[src/rtl/tinyalu_if.sv]
// TinyALU start/done bus.
// Groups the request side (A, B, op, start) and the response side
// (done, result, busy) of the TinyALU protocol into one bundle.
//   master : the requester; drives A, B, op and start, observes the response
//   slave  : the responder; observes the request, drives done, result and busy
interface tinyalu_if;
  logic [7:0]  A;
  logic [7:0]  B;
  logic [2:0]  op;
  logic        start;
  logic        done;
  logic [15:0] result;
  logic        busy;

  modport master (
    output A, B, op, start,
    input  done, result, busy
  );

  modport slave (
    input  A, B, op, start,
    output done, result, busy
  );
endinterface

[src/rtl/tinyalu_responder.sv]
// TinyALU responder.
// Captures A, B and op when start is seen in IDLE, executes the instruction
// and pulses done for one cycle with the registered result.
// add/and/xor/no_op/rst_op complete one edge after the capture edge; mul
// completes MUL_LATENCY edges after the capture edge.
// Ports:
//   clk   : rising-edge clock
//   reset : synchronous, active-high reset
//   bus   : tinyalu_if.slave (A, B, op, start in; done, result, busy out)
module tinyalu_responder #(
  parameter int MUL_LATENCY = 3
) (
  input  logic      clk,
  input  logic      reset,
  tinyalu_if.slave  bus
);

  localparam logic [2:0] OP_ADD = 3'b001;
  localparam logic [2:0] OP_AND = 3'b010;
  localparam logic [2:0] OP_XOR = 3'b011;
  localparam logic [2:0] OP_MUL = 3'b100;
  localparam logic [2:0] OP_RST = 3'b111;

  localparam logic [3:0] MUL_LOAD = 4'(MUL_LATENCY - 1);

  typedef enum logic [1:0] {
    IDLE  = 2'd0,
    EXEC1 = 2'd1,
    MULT  = 2'd2,
    DONE  = 2'd3
  } state_t;

  state_t      state, state_nxt;
  logic [3:0]  cnt, cnt_nxt;
  logic        capture;
  logic        fin_exec;
  logic        fin_mul;
  logic        done_r;
  logic [15:0] result_r;

  logic [7:0]  a_p0;
  logic [7:0]  b_p0;
  logic [2:0]  op_p0;
  logic [15:0] prod_p1;

  // Single-cycle opcodes; unrecognised codes leave the result untouched.
  function automatic logic [15:0] alu_result(
    input logic [2:0]  op_f,
    input logic [7:0]  a_f,
    input logic [7:0]  b_f,
    input logic [15:0] prev_f
  );
    logic [15:0] r;
    case (op_f)
      OP_ADD:  r = {7'b0, ({1'b0, a_f} + {1'b0, b_f})};
      OP_AND:  r = {8'h00, a_f & b_f};
      OP_XOR:  r = {8'h00, a_f ^ b_f};
      OP_RST:  r = 16'h0000;
      default: r = prev_f;
    endcase
    return r;
  endfunction

  always_comb begin
    state_nxt = state;
    cnt_nxt   = cnt;
    capture   = 1'b0;
    fin_exec  = 1'b0;
    fin_mul   = 1'b0;
    case (state)
      IDLE: begin
        if (bus.start) begin
          capture = 1'b1;
          if (bus.op == OP_MUL) begin
            state_nxt = MULT;
            cnt_nxt   = MUL_LOAD;
          end else begin
            state_nxt = EXEC1;
          end
        end
      end
      EXEC1: begin
        fin_exec  = 1'b1;
        state_nxt = DONE;
      end
      MULT: begin
        // Loaded with MUL_LATENCY-1, the counter walks down to zero and the
        // edge taken with it at zero is the MUL_LATENCY-th after capture.
        if (cnt == 4'd0) begin
          fin_mul   = 1'b1;
          state_nxt = DONE;
        end else begin
          cnt_nxt = cnt - 4'd1;
        end
      end
      DONE: begin
        state_nxt = IDLE;
      end
      default: begin
        state_nxt = IDLE;
      end
    endcase
  end

  always_ff @(posedge clk) begin
    if (reset) begin
      state    <= IDLE;
      cnt      <= 4'd0;
      done_r   <= 1'b0;
      result_r <= 16'h0000;
    end else begin
      state  <= state_nxt;
      cnt    <= cnt_nxt;
      done_r <= fin_exec | fin_mul;
      if (fin_exec) begin
        result_r <= alu_result(op_p0, a_p0, b_p0, result_r);
      end else if (fin_mul) begin
        result_r <= prod_p1;
      end
    end
  end

  // Stage p0: operand capture at the start-sample edge.
  always_ff @(posedge clk) begin
    if (capture) begin
      a_p0  <= bus.A;
      b_p0  <= bus.B;
      op_p0 <= bus.op;
    end
  end

  // Stage p1: registered product; settled one edge after capture, which is
  // never later than the completing edge since MUL_LATENCY >= 2.
  always_ff @(posedge clk) begin
    prod_p1 <= 16'(a_p0) * 16'(b_p0);
  end

  // Gated with reset so neither flag is ever seen high while reset is held.
  assign bus.done   = done_r & ~reset;
  assign bus.busy   = (state != IDLE) & ~reset;
  assign bus.result = result_r;

endmodule

[src/flat_wrapper.sv]
// flat-port wrapper written by rule: the top's interface ports become plain ports
module tinyalu_responder_flat 
#(
  parameter int MUL_LATENCY = 3
)
  (clk, reset, bus_A, bus_B, bus_op, bus_start, bus_done, bus_result, bus_busy);
  tinyalu_if bus_i ();
  input  logic clk;
  input  logic reset;
  input wire logic [$bits(bus_i.A)-1:0] bus_A;
  input wire logic [$bits(bus_i.B)-1:0] bus_B;
  input wire logic [$bits(bus_i.op)-1:0] bus_op;
  input wire logic [$bits(bus_i.start)-1:0] bus_start;
  output wire logic [$bits(bus_i.done)-1:0] bus_done;
  output wire logic [$bits(bus_i.result)-1:0] bus_result;
  output wire logic [$bits(bus_i.busy)-1:0] bus_busy;
  assign bus_i.A = bus_A;
  assign bus_i.B = bus_B;
  assign bus_i.op = bus_op;
  assign bus_i.start = bus_start;
  assign bus_done = bus_i.done;
  assign bus_result = bus_i.result;
  assign bus_busy = bus_i.busy;
  tinyalu_responder #(.MUL_LATENCY(MUL_LATENCY)) u_core (.clk(clk), .reset(reset), .bus(bus_i));
endmodule
[config.mk]
export PLATFORM = sky130hd
export DESIGN_NAME = tinyalu_responder_flat
export DESIGN_NICKNAME = d
export VERILOG_FILES = /design/src/rtl/tinyalu_if.sv /design/src/rtl/tinyalu_responder.sv /design/src/flat_wrapper.sv
export SDC_FILE = /design/constraint.sdc
export NUM_CORES = 1
export LEC_CHECK = 0
export ABC_AREA = 1
export ABC_CLOCK_PERIOD_IN_PS = 11450
export CORE_MARGIN = 2
export CORE_UTILIZATION = 64
export DETAILED_ROUTE_END_ITERATION = 8
export GPL_TIMING_DRIVEN = 0
export PLACE_DENSITY_LB_ADDON = 0.08
export SLEW_MARGIN = 20
export SYNTH_ARGS = -nofsm -noshare
export SYNTH_HDL_FRONTEND = slang
export SYNTH_SLANG_ARGS = --single-unit
[constraint.sdc]
create_clock -name clk -period 11.45 [get_ports clk]
set_input_delay 1.145 -clock clk [delete_from_list [all_inputs] [get_ports clk]]
set_output_delay 1.145 -clock clk [all_outputs]
set_load 0.05 [all_outputs]
Word level (Yosys, flattened, before mapping)
Index checks and enable logic that the tools add are counted.

cells by class
  add/subtract/negate cells = 2
  multipliers = 1
  eq/ne operators = 13
  mux-type cells = 16
  bitwise gates (word level) = 6
  reduce and logical (&&, ||, !) cells = 8

operator list
  cell                                                   count
  case mux 16 bit (4 select lines)                       1
  2-to-1 mux 16 bit                                      2
  multiplier 8 x 8 -> 16 bit                             1
  2-to-1 mux 4 bit                                       3
  adder 8 x 8 -> 9 bit                                   1
  bitwise AND 8 bit                                      1
  case mux 2 bit (4 select lines)                        1
  case mux 4 bit (2 select lines)                        1
  bitwise XOR 8 bit                                      1
  equality test 3 x 2 -> 1 bit, second input constant    2
  equality test 3 bit, second input constant             2
  2-to-1 mux 2 bit                                       3
  nonzero test 2 bit                                     3
  2-to-1 mux 1 bit                                       5
  inequality test 5 bit, second input constant           1
  equality test 2 bit, second input constant             2
  zero test 4 bit                                        1
  inequality test 2 x 1 -> 1 bit, second input constant  2
  inequality test 2 bit, second input constant           2
  AND reduction 2 bit                                    2
  AND reduction 4 bit                                    1
  subtractor 4 x 1 -> 4 bit, second input constant       1
  equality test 3 x 1 -> 1 bit, second input constant    1
  bitwise AND 1 bit                                      2
  4 further kinds                                        4

storage, ports and cells
  register bits after elaboration = 58
  input bits = 22
  output and inout port bits = 18
  word-level logic and storage cells = 54

Logic depth before layout (Yosys ltp)
Gate-level depths: netlist of run 1.

  word-level depth = 5
  mapped depth = 18
  depth with buffers taken out = 17

Worst setup path before layout of run 1
Ideal clock, no wire load.

  kind = register to register
  start point = register u_core.b_p0[4]
  end point = register u_core.prod_p1[12]
  library setup time = 0.123 ns
  data arrival time = 3.794 ns
  required time = 11.327 ns
  path slack = 7.533 ns
  cell stages (with the launch flop) = 15
  path buffers = 0
  clock period less this slack = 3.917 ns
  cells stage by stage = edfxtp_1 -> ha_1 -> fa_1 -> fa_1 -> fa_1 -> inv_1 -> fa_1 -> inv_1 -> ha_1 -> nand2_1 -> nor2_1 -> nand2_1 -> o211ai_1 -> a21oi_1 -> xor2_1

on the way
  longest elaborated chain between the ends = 1

RTL lines
  what                        line                      text
  start, declared             tinyalu_responder.sv:42   logic [7:0] b_p0;
  start signal, assigned      tinyalu_responder.sv:127  b_p0 <= bus.B;
  multiplier 8 x 8 -> 16 bit  tinyalu_responder.sv:135  prod_p1 <= 16'(a_p0) * 16'(b_p0);
  end signal, assigned        tinyalu_responder.sv:135
  end, declared               tinyalu_responder.sv:44   logic [15:0] prod_p1;

Every way passes these cells.
A chain may end at the register's enable or synchronous reset.

Final worst setup path of run 1
  start point = register u_core.b_p0[4]
  end point = register u_core.prod_p1[13]

The elaborated chain is that of the path after synthesis.

==> PnR_summary.wiki, run 1 <==
{| class="wikitable"
! Metric !! Value
|-
| Wirelength, routed || 10100 µm
|-
| X dimension of the die || 88.8 µm
|-
| Critical path arrival || 4.60 ns
|-
| Net count after synthesis || 675
|-
| Count of vias placed by the detailed router || 3859
|-
| Area growth syn-to-layout || 14.6%
|-
| Number of maximum-capacitance constraint violations || 0
|-
| Worst hold path type || reg -> reg
|-
| Global router's overall resource usage || 28.4%
|-
| Maximum number of pins on one net before global-route repair || 20
|-
| Initial Util || 66.9%
|-
| Total Die Area || 7880 µm²
|-
| Transition time at the pin with the least slew margin || 0.767 ns
|-
| Post-cts gate resize count || 0
|-
| Clock latency at the later pin of the worst-skew pair || 0.35 ns
|-
| Via-to-Cell Ratio || 5.37
|-
| Area of combinational cells with multiple inputs || 2670 µm²
|-
| Fraction of layout cells with a size suffix above 1 || 4.50%
|-
| Detail Placement HPWL || 7790 µm
|-
| DRC violation count after routing || 0
|-
| Sum of negative setup slack || 0 ns
|-
| Htree depth || 3
|-
| Critical Setup Path Class || reg -> reg
|-
| Number of input and output port buffers inserted || 38
|-
| Number of top-level pins || 40
|-
| Worst path cell trace || ha_1 > fa_1 > fa_1 > fa_1 > inv_1 > fa_1 > inv_1 > ha_1 > a21oi_1 > o21ai_0 > nand2_1 > o2111ai_1 > xor2_1
|-
| Number of antenna violations at the first check in global routing || 0
|-
| Share of the yosys chip area belonging to registers || 29.4%
|-
| Slowest cell on the critical path || fa_1
|-
| Warning count from the yosys run || 0
|-
| Result of the run || completed
|-
| Post-route ant nets || 0
|-
| Post-detailed-route wirelength per cell || 14.1 µm
|-
| Number of enable-type register cells in the synthesized netlist || 19
|-
| Setup repair after global routing missed its margin || false
|-
| Clock tree skew after final layout || 0.0118 ns
|-
| Post-synthesis instance area || 4600 µm²
|-
| Average cell area after synthesis || 8.09 µm²
|-
| Count of placed standard cells including taps || 702
|-
| Buffer count from post-CTS setup fixing || 0
|-
| Final count of negative-setup-slack endpoints || 0
|-
| Delay of the slowest cell on the worst path || 0.57 ns
|-
| Die H || 88.8 µm
|-
| Instance count of the mapped netlist || 568
|-
| Synth cell types || 33
|-
| Final number of max-transition violations || 0
|-
| Number of placement rows || 30
|-
| Worst reg-to-reg path cell count || 13
|-
| Sequential cell area in the final layout || 1350 µm²
|-
| Total number of nets in the final design || 724
|-
| Global-route wire length before repair || 17000 µm
|-
| Final RePlAce weighted congestion || 0.971
|-
| Sort of element at the start of the critical path || flop
|-
| Number of buffers inserted during clock tree synthesis || 9
|-
| Worst slew margin relative to its limit || 48.8%
|-
| Nature of the critical path endpoint || flop
|-
| Ant. Diodes || 0
|-
| Detailed-router iteration count before antenna repair || 5
|-
| Buffer levels on the longest clock path || 2
|-
| Core utilization of the finished layout || 76.7%
|-
| Fmax || 228 MHz
|-
| Commonest non-fill, non-tap cell in the layout || inv_1
|-
| Core Region || 6870 µm²
|-
| #FFs+latches synth || 58
|-
| Count of clock tree sinks || 58
|-
| Top flip-flop cell by instance count after synthesis || dfxtp_1
|-
| Overall overflow remaining after global route || 0
|-
| Post-CTS clock slew at the launch and capture registers of the worst setup and hold paths || 0.07 ns
|-
| Final Hold Fails || 0
|-
| Peak fanout along the critical path || 8
|-
| Number of DRC markers in iteration 0 || 230
|-
| Vias in the first global route || 3772
|-
| Hold path depth || 2
|-
| Library cell used as clock root buffer || clkbuf_8
|-
| Cell type with the highest occurrence count on the critical path || fa_1
|-
| Share of the cycle needed by the critical path after routing || 38.2%
|-
| Async set-or-reset flop fraction in the synthesized netlist || 0%
|-
| CTS Hold Buffers Added || 0
|-
| CTS tree || built
|-
| Non-Filler Instances || 718
|-
| Period minus WS final || 4.38 ns
|-
| Data required time of the worst path || 11.67 ns
|-
| Fillers || 507
|-
| Commonest cells after routing, fill and taps aside || 134 x inv_1, 119 x nand2_1, 48 x ha_1
|}
[stage by stage]
stage	hold slack, ns	cell area [µm²]	setup WS [ns]
after floorplan	0.438	4600	7.53
after global placement	0.449	5100	7.19
after detailed placement	0.454	5100	7.10
after CTS	0.464	5270	7.07
after global routing	0.475	5270	6.85
final	0.461	5270	7.07
[sequential cells by signal (all words and copies together) (netlist names)]
register and count:
u_core.done_r 1, u_core.b_p0 8, u_core.prod_p1 16, u_core.state 2
u_core.a_p0 8, u_core.op_p0 3, u_core.bus.result 16, u_core.cnt 4
[layer usage]
layer  up-vias  share of wire [%]  track usage [%]
li1       1870                  -                -
met1      1818                 41             34.5
met2       130                 49             47.2
met3        41                5.7             6.34
met4         0                4.2             14.9
met5         -                  0                0
[path summary, 6_finish.rpt]
kind | startpoint | to | slack [ns]
setup / recovery | u_core.b_p0[4] | u_core.prod_p1[13] | 7.07
setup reg to reg | u_core.b_p0[4] | u_core.prod_p1[13] | 7.07
hold / removal | u_core.prod_p1[15] | u_core.bus.result[15] | 0.46
hold reg to reg | u_core.prod_p1[15] | u_core.bus.result[15] | 0.46
[worst max-delay path, delay by kind of cell (launching register included)]
kind                     cells  cell delay, ns
AO/OA/AOI/OAI                3            0.51
XOR/XNOR                     1            0.18
flip-flops                   1            0.56
buffers and inverters        2            0.11
adder cells (fa/ha/maj)      6            2.81
AND/OR/NAND/NOR              1            0.09
[logic make-up after synthesis]
| logic type | Yosys count | synth area share (%) |
|---|---|---|
| DFF | 58 | 29.4 |
| AOI/OAI and AO/OA | 87 | 10.6 |
| and+or+nand+nor | 179 | 15.9 |
| adders and majority gates | 85 | 29.2 |
| xor gates and xnor gates | 13 | 2.48 |
| buffers and inverters | 146 | 12.5 |
[cells in the mapped netlist, types with 2 or more instances]
| library cell | number | share of area, % |
|---|---|---|
| o21ai_0 | 25 | 2.7 |
| a211oi_1 | 2 | 0.33 |
| edfxtp_1 | 19 | 12 |
| dfxtp_1 | 39 | 17 |
| xor2_1 | 8 | 1.5 |
| a31oi_1 | 4 | 0.54 |
| a21oi_1 | 46 | 5.0 |
| nand4_1 | 2 | 0.27 |
| nor3_1 | 2 | 0.22 |
| xnor2_1 | 5 | 0.95 |
| clkbuf_1 | 5 | 0.41 |
| inv_2 | 2 | 0.16 |
| nand3_1 | 26 | 2.8 |
| fa_1 | 37 | 16 |
| a22oi_1 | 2 | 0.33 |
| nor2_1 | 26 | 2.1 |
| ha_1 | 48 | 13 |
| inv_1 | 134 | 11 |
| buf_6 | 3 | 0.73 |
| o211ai_2 | 2 | 0.54 |
| nand2_1 | 119 | 9.7 |
[final cells by class]
cell class                 instances  share of cell area [%]
inverter                         138                    9.88
clock inverter                     5                   0.523
timing repair buffer              38                    7.22
clock buffer                      11                    2.68
buffer                             8                   0.998
sequential                        58                    25.7
multi-input combinational        364                    50.7
tap                               96                    2.28
Power of run 1 is not shown: default switching activity piles up to over one toggle a cycle in this logic, so the estimate is an artifact.
==> inputs of run 2 (changes only) <==
--- a/config.mk
+++ b/config.mk
@@ -6,9 +6,9 @@
 export NUM_CORES = 1
 export LEC_CHECK = 0
 export ABC_AREA = 1
-export ABC_CLOCK_PERIOD_IN_PS = 11450
+export ABC_CLOCK_PERIOD_IN_PS = 3710
 export CORE_MARGIN = 2
-export CORE_UTILIZATION = 64
+export CORE_UTILIZATION = 53
 export DETAILED_ROUTE_END_ITERATION = 8
 export GPL_TIMING_DRIVEN = 0
 export PLACE_DENSITY_LB_ADDON = 0.08
==> constraint.sdc (replaced) <==
create_clock -name clk -period 3.71 [get_ports clk]
set_input_delay 0.371 -clock clk [delete_from_list [all_inputs] [get_ports clk]]
set_output_delay 0.371 -clock clk [all_outputs]
set_load 0.05 [all_outputs]
==> run 2 against run 1 <==
Against the previous run: the run now ends with setup timing left; via count rose by 2.6%; first-iteration DRC count fell by 25%; design area rose by 13%; global-route usage fell by 3.2 points; routed wire length rose by 12%; clock skew rose by 0.0017 ns; clock-buffer cell count fell by 2; sequential share of layout area fell by 2.9 points; critical path type unchanged; largest cell class unchanged; utilization fell by 5.1 points.
==> PnR_summary.wiki, run 2 (same netlist as run 1, synthesis figures left out) <==
{| class="wikitable"
! Metric !! Value
|-
| Post-CTS clock slew at the launch and capture registers of the worst setup and hold paths || 0.08 ns (about the same)
|-
| Number of placement rows || 33 (+10%)
|-
| Final count of negative-setup-slack endpoints || 8 (+8)
|-
| Wirelength, routed || 11300 µm (+12%)
|-
| Transition time at the pin with the least slew margin || 0.742 ns (-0.0256 ns)
|-
| Commonest non-fill, non-tap cell in the layout || inv_1
|-
| Family with the most delay on the worst path || adder cells
|-
| Commonest cells after routing, fill and taps aside || 128 x inv_1, 112 x nand2_1, 39 x dfxtp_1
|-
| Library cell used as clock root buffer || clkbuf_8
|-
| Global-route wire length before repair || 19000 µm (+12%)
|-
| Final number of max-transition violations || 0 (unchanged)
|-
| Buf+Inv Stages, Crit Path || 4 (+2)
|-
| Count of vias placed by the detailed router || 3958 (+2.6%)
|-
| Delay of the slowest cell on the worst path || 0.52 ns (-0.05 ns)
|-
| DRC violation count after routing || 0 (unchanged)
|-
| Total number of nets in the final design || 766 (+5.8%)
|-
| Maximum number of pins on one net before global-route repair || 20 (unchanged)
|-
| CTS Hold Buffers Added || 0 (unchanged)
|-
| Detailed-router iteration count before antenna repair || 5 (unchanged)
|-
| Fraction of layout cells with a size suffix above 1 || 17.6% (+13 points)
|-
| Count of clock tree sinks || 58 (unchanged)
|-
| Overall overflow remaining after global route || 0 (unchanged)
|-
| Ant. Diodes || 0 (unchanged)
|-
| Slowest cell on the critical path || fa_1
|-
| Peak fanout along the critical path || 5 (-3)
|-
| Number of maximum-capacitance constraint violations || 0 (unchanged)
|-
| Result of the run || finished, violations left
|-
| Data required time of the worst path || 3.94 ns (-7.73 ns)
|-
| Post-detailed-route wirelength per cell || 14.6 µm (+4.1%)
|-
| Initial Util || 55.4% (-12 points)
|-
| Number of input and output port buffers inserted || 38 (unchanged)
|-
| Setup repair after global routing missed its margin || true
|-
| Critical path arrival || 4.19 ns (-0.41 ns)
|-
| Critical Path Start || u_core.b_p0[4]
|-
| Htree depth || 3 (unchanged)
|-
| Fmax || 252 MHz (+11%)
|-
| Final Hold Fails || 0 (unchanged)
|-
| Via-to-Cell Ratio || 5.15 (-4.2%)
|-
| Period minus WS final || 3.96 ns (-0.419 ns)
|-
| Detail Placement HPWL || 7680 µm (-1.4%)
|-
| Clock latency at the later pin of the worst-skew pair || 0.35 ns (about the same)
|-
| Critical Setup Path Class || reg -> reg
|-
| Worst slew margin relative to its limit || 50.5% (+1.7 points)
|-
| Share of the cycle needed by the critical path after routing || 107% (+69 points)
|-
| Area post-placement || 5170 µm² (+1.5%)
|-
| Min-delay src || reset
|-
| Vias in the first global route || 4034 (+6.9%)
|-
| Core Region || 8300 µm² (+21%)
|-
| Final RePlAce weighted congestion || 0.867 (-11%)
|-
| Number of DRC markers in iteration 0 || 173 (-25%)
|-
| Number of antenna violations at the first check in global routing || 0 (unchanged)
|-
| Number of top-level pins || 40 (unchanged)
|-
| X dimension of the die || 97.1 µm (+9.4%)
|-
| Post-route ant nets || 0 (unchanged)
|-
| Post-route setup slack || -0.251 ns (-7.32 ns)
|-
| CTS tree || built
|-
| Nature of the critical path endpoint || flop
|-
| Violated checks || setup timing
|-
| Worst hold path type || in -> reg
|-
| Area growth syn-to-layout || 29.1%
|-
| Total Die Area || 9430 µm² (+20%)
|-
| Final standard cell area without fillers || 5940 µm² (+13%)
|-
| Number of buffers inserted during clock tree synthesis || 9 (unchanged)
|-
| RR Startpoint || u_core.b_p0[4]
|-
| Sort of element at the start of the critical path || flop
|-
| Buffer levels on the longest clock path || 2 (unchanged)
|-
| Worst path cell trace || buf_4 > ha_4 > fa_1 > fa_1 > fa_1 > inv_1 > fa_1 > inv_2 > ha_4 > nand2_4 > nor2_2 > nand2_1 > o211ai_1 > buf_4 > a21oi_2 > xor2_1
|-
| Global router's overall resource usage || 25.2% (-3.2 points)
|-
| Clock tree skew after final layout || 0.0135 ns (+0.00169 ns)
|-
| Die H || 97.1 µm (+9.4%)
|-
| Sequential cell area in the final layout || 1350 µm² (unchanged)
|-
| Cell type with the highest occurrence count on the critical path || fa_1
|-
| Area of combinational cells with multiple inputs || 2930 µm² (+9.5%)
|-
| Fillers || 628 (+24%)
|-
| Hold slack final || 0.225 ns (-0.237 ns)
|}
[run 2: per-stage QoR]
stage	worst slack (ns)	std cells	util (%)	setup TNS [ns]
after floorplan	-0.00601	568	-	-0.00601
after global placement	-0.356	711	62.3	-1.84
after detailed placement	-0.350	711	62.3	-1.88
after CTS	-0.155	760	70.3	-0.482
after global routing	-0.378	769	71.5	-2.32
final	-0.251	769	71.5	-1.03
[run 2: path summary, 6_finish.rpt]
kind | depth (start not counted) | slack (ns) | end
max | 16 | -0.25 | u_core.prod_p1[12]
min | 2 | 0.22 | u_core.done_r
max reg2reg | 16 | -0.25 | u_core.prod_p1[12]
min reg2reg | 2 | 0.46 | u_core.bus.result[11]
[run 2: layer usage]
metal | routed length, µm | vias to the layer above | track usage, % | part of all wire, %
li1 | - | 1958 | - | -
met1 | 4790 | 1872 | 31.0 | 43
met2 | 5680 | 103 | 44.4 | 50
met3 | 459 | 25 | 3.67 | 4.1
met4 | 327 | 0 | 10.6 | 2.9
met5 | 0 | - | 0 | 0
[run 2: final cells by class]
type                            instances  area share, %
Timing Repair Buffer                   80           12.3
Tap cell                              105           2.21
Multi-Input combinational cell        364           49.3
Clock buffer                            9           2.09
Clock inverter                          7           1.54
Inverter                              138           8.77
Buffer                                  8           1.05
Sequential cell                        58           22.8
[run 2: worst register-to-register path, delay by kind of cell, from the launching register on]
kind | cells | cell delay [ns]
AOI/OAI and AO/OA | 2 | 0.14
buffers and inverters | 4 | 0.46
xor gates and xnor gates | 1 | 0.13
and+or+nand+nor | 3 | 0.22
DFF | 1 | 0.48
adders and majority gates | 6 | 2.40
[run 2: what timing repair did]
action | 4_1_cts | 5_1_grt
endpoints found under the setup margin | 9 | 9
buffers inserted | 33 | 9
pin swaps | 38 | 11
resized for setup | 48 | 10
Power of run 2 is left out for the same reason.
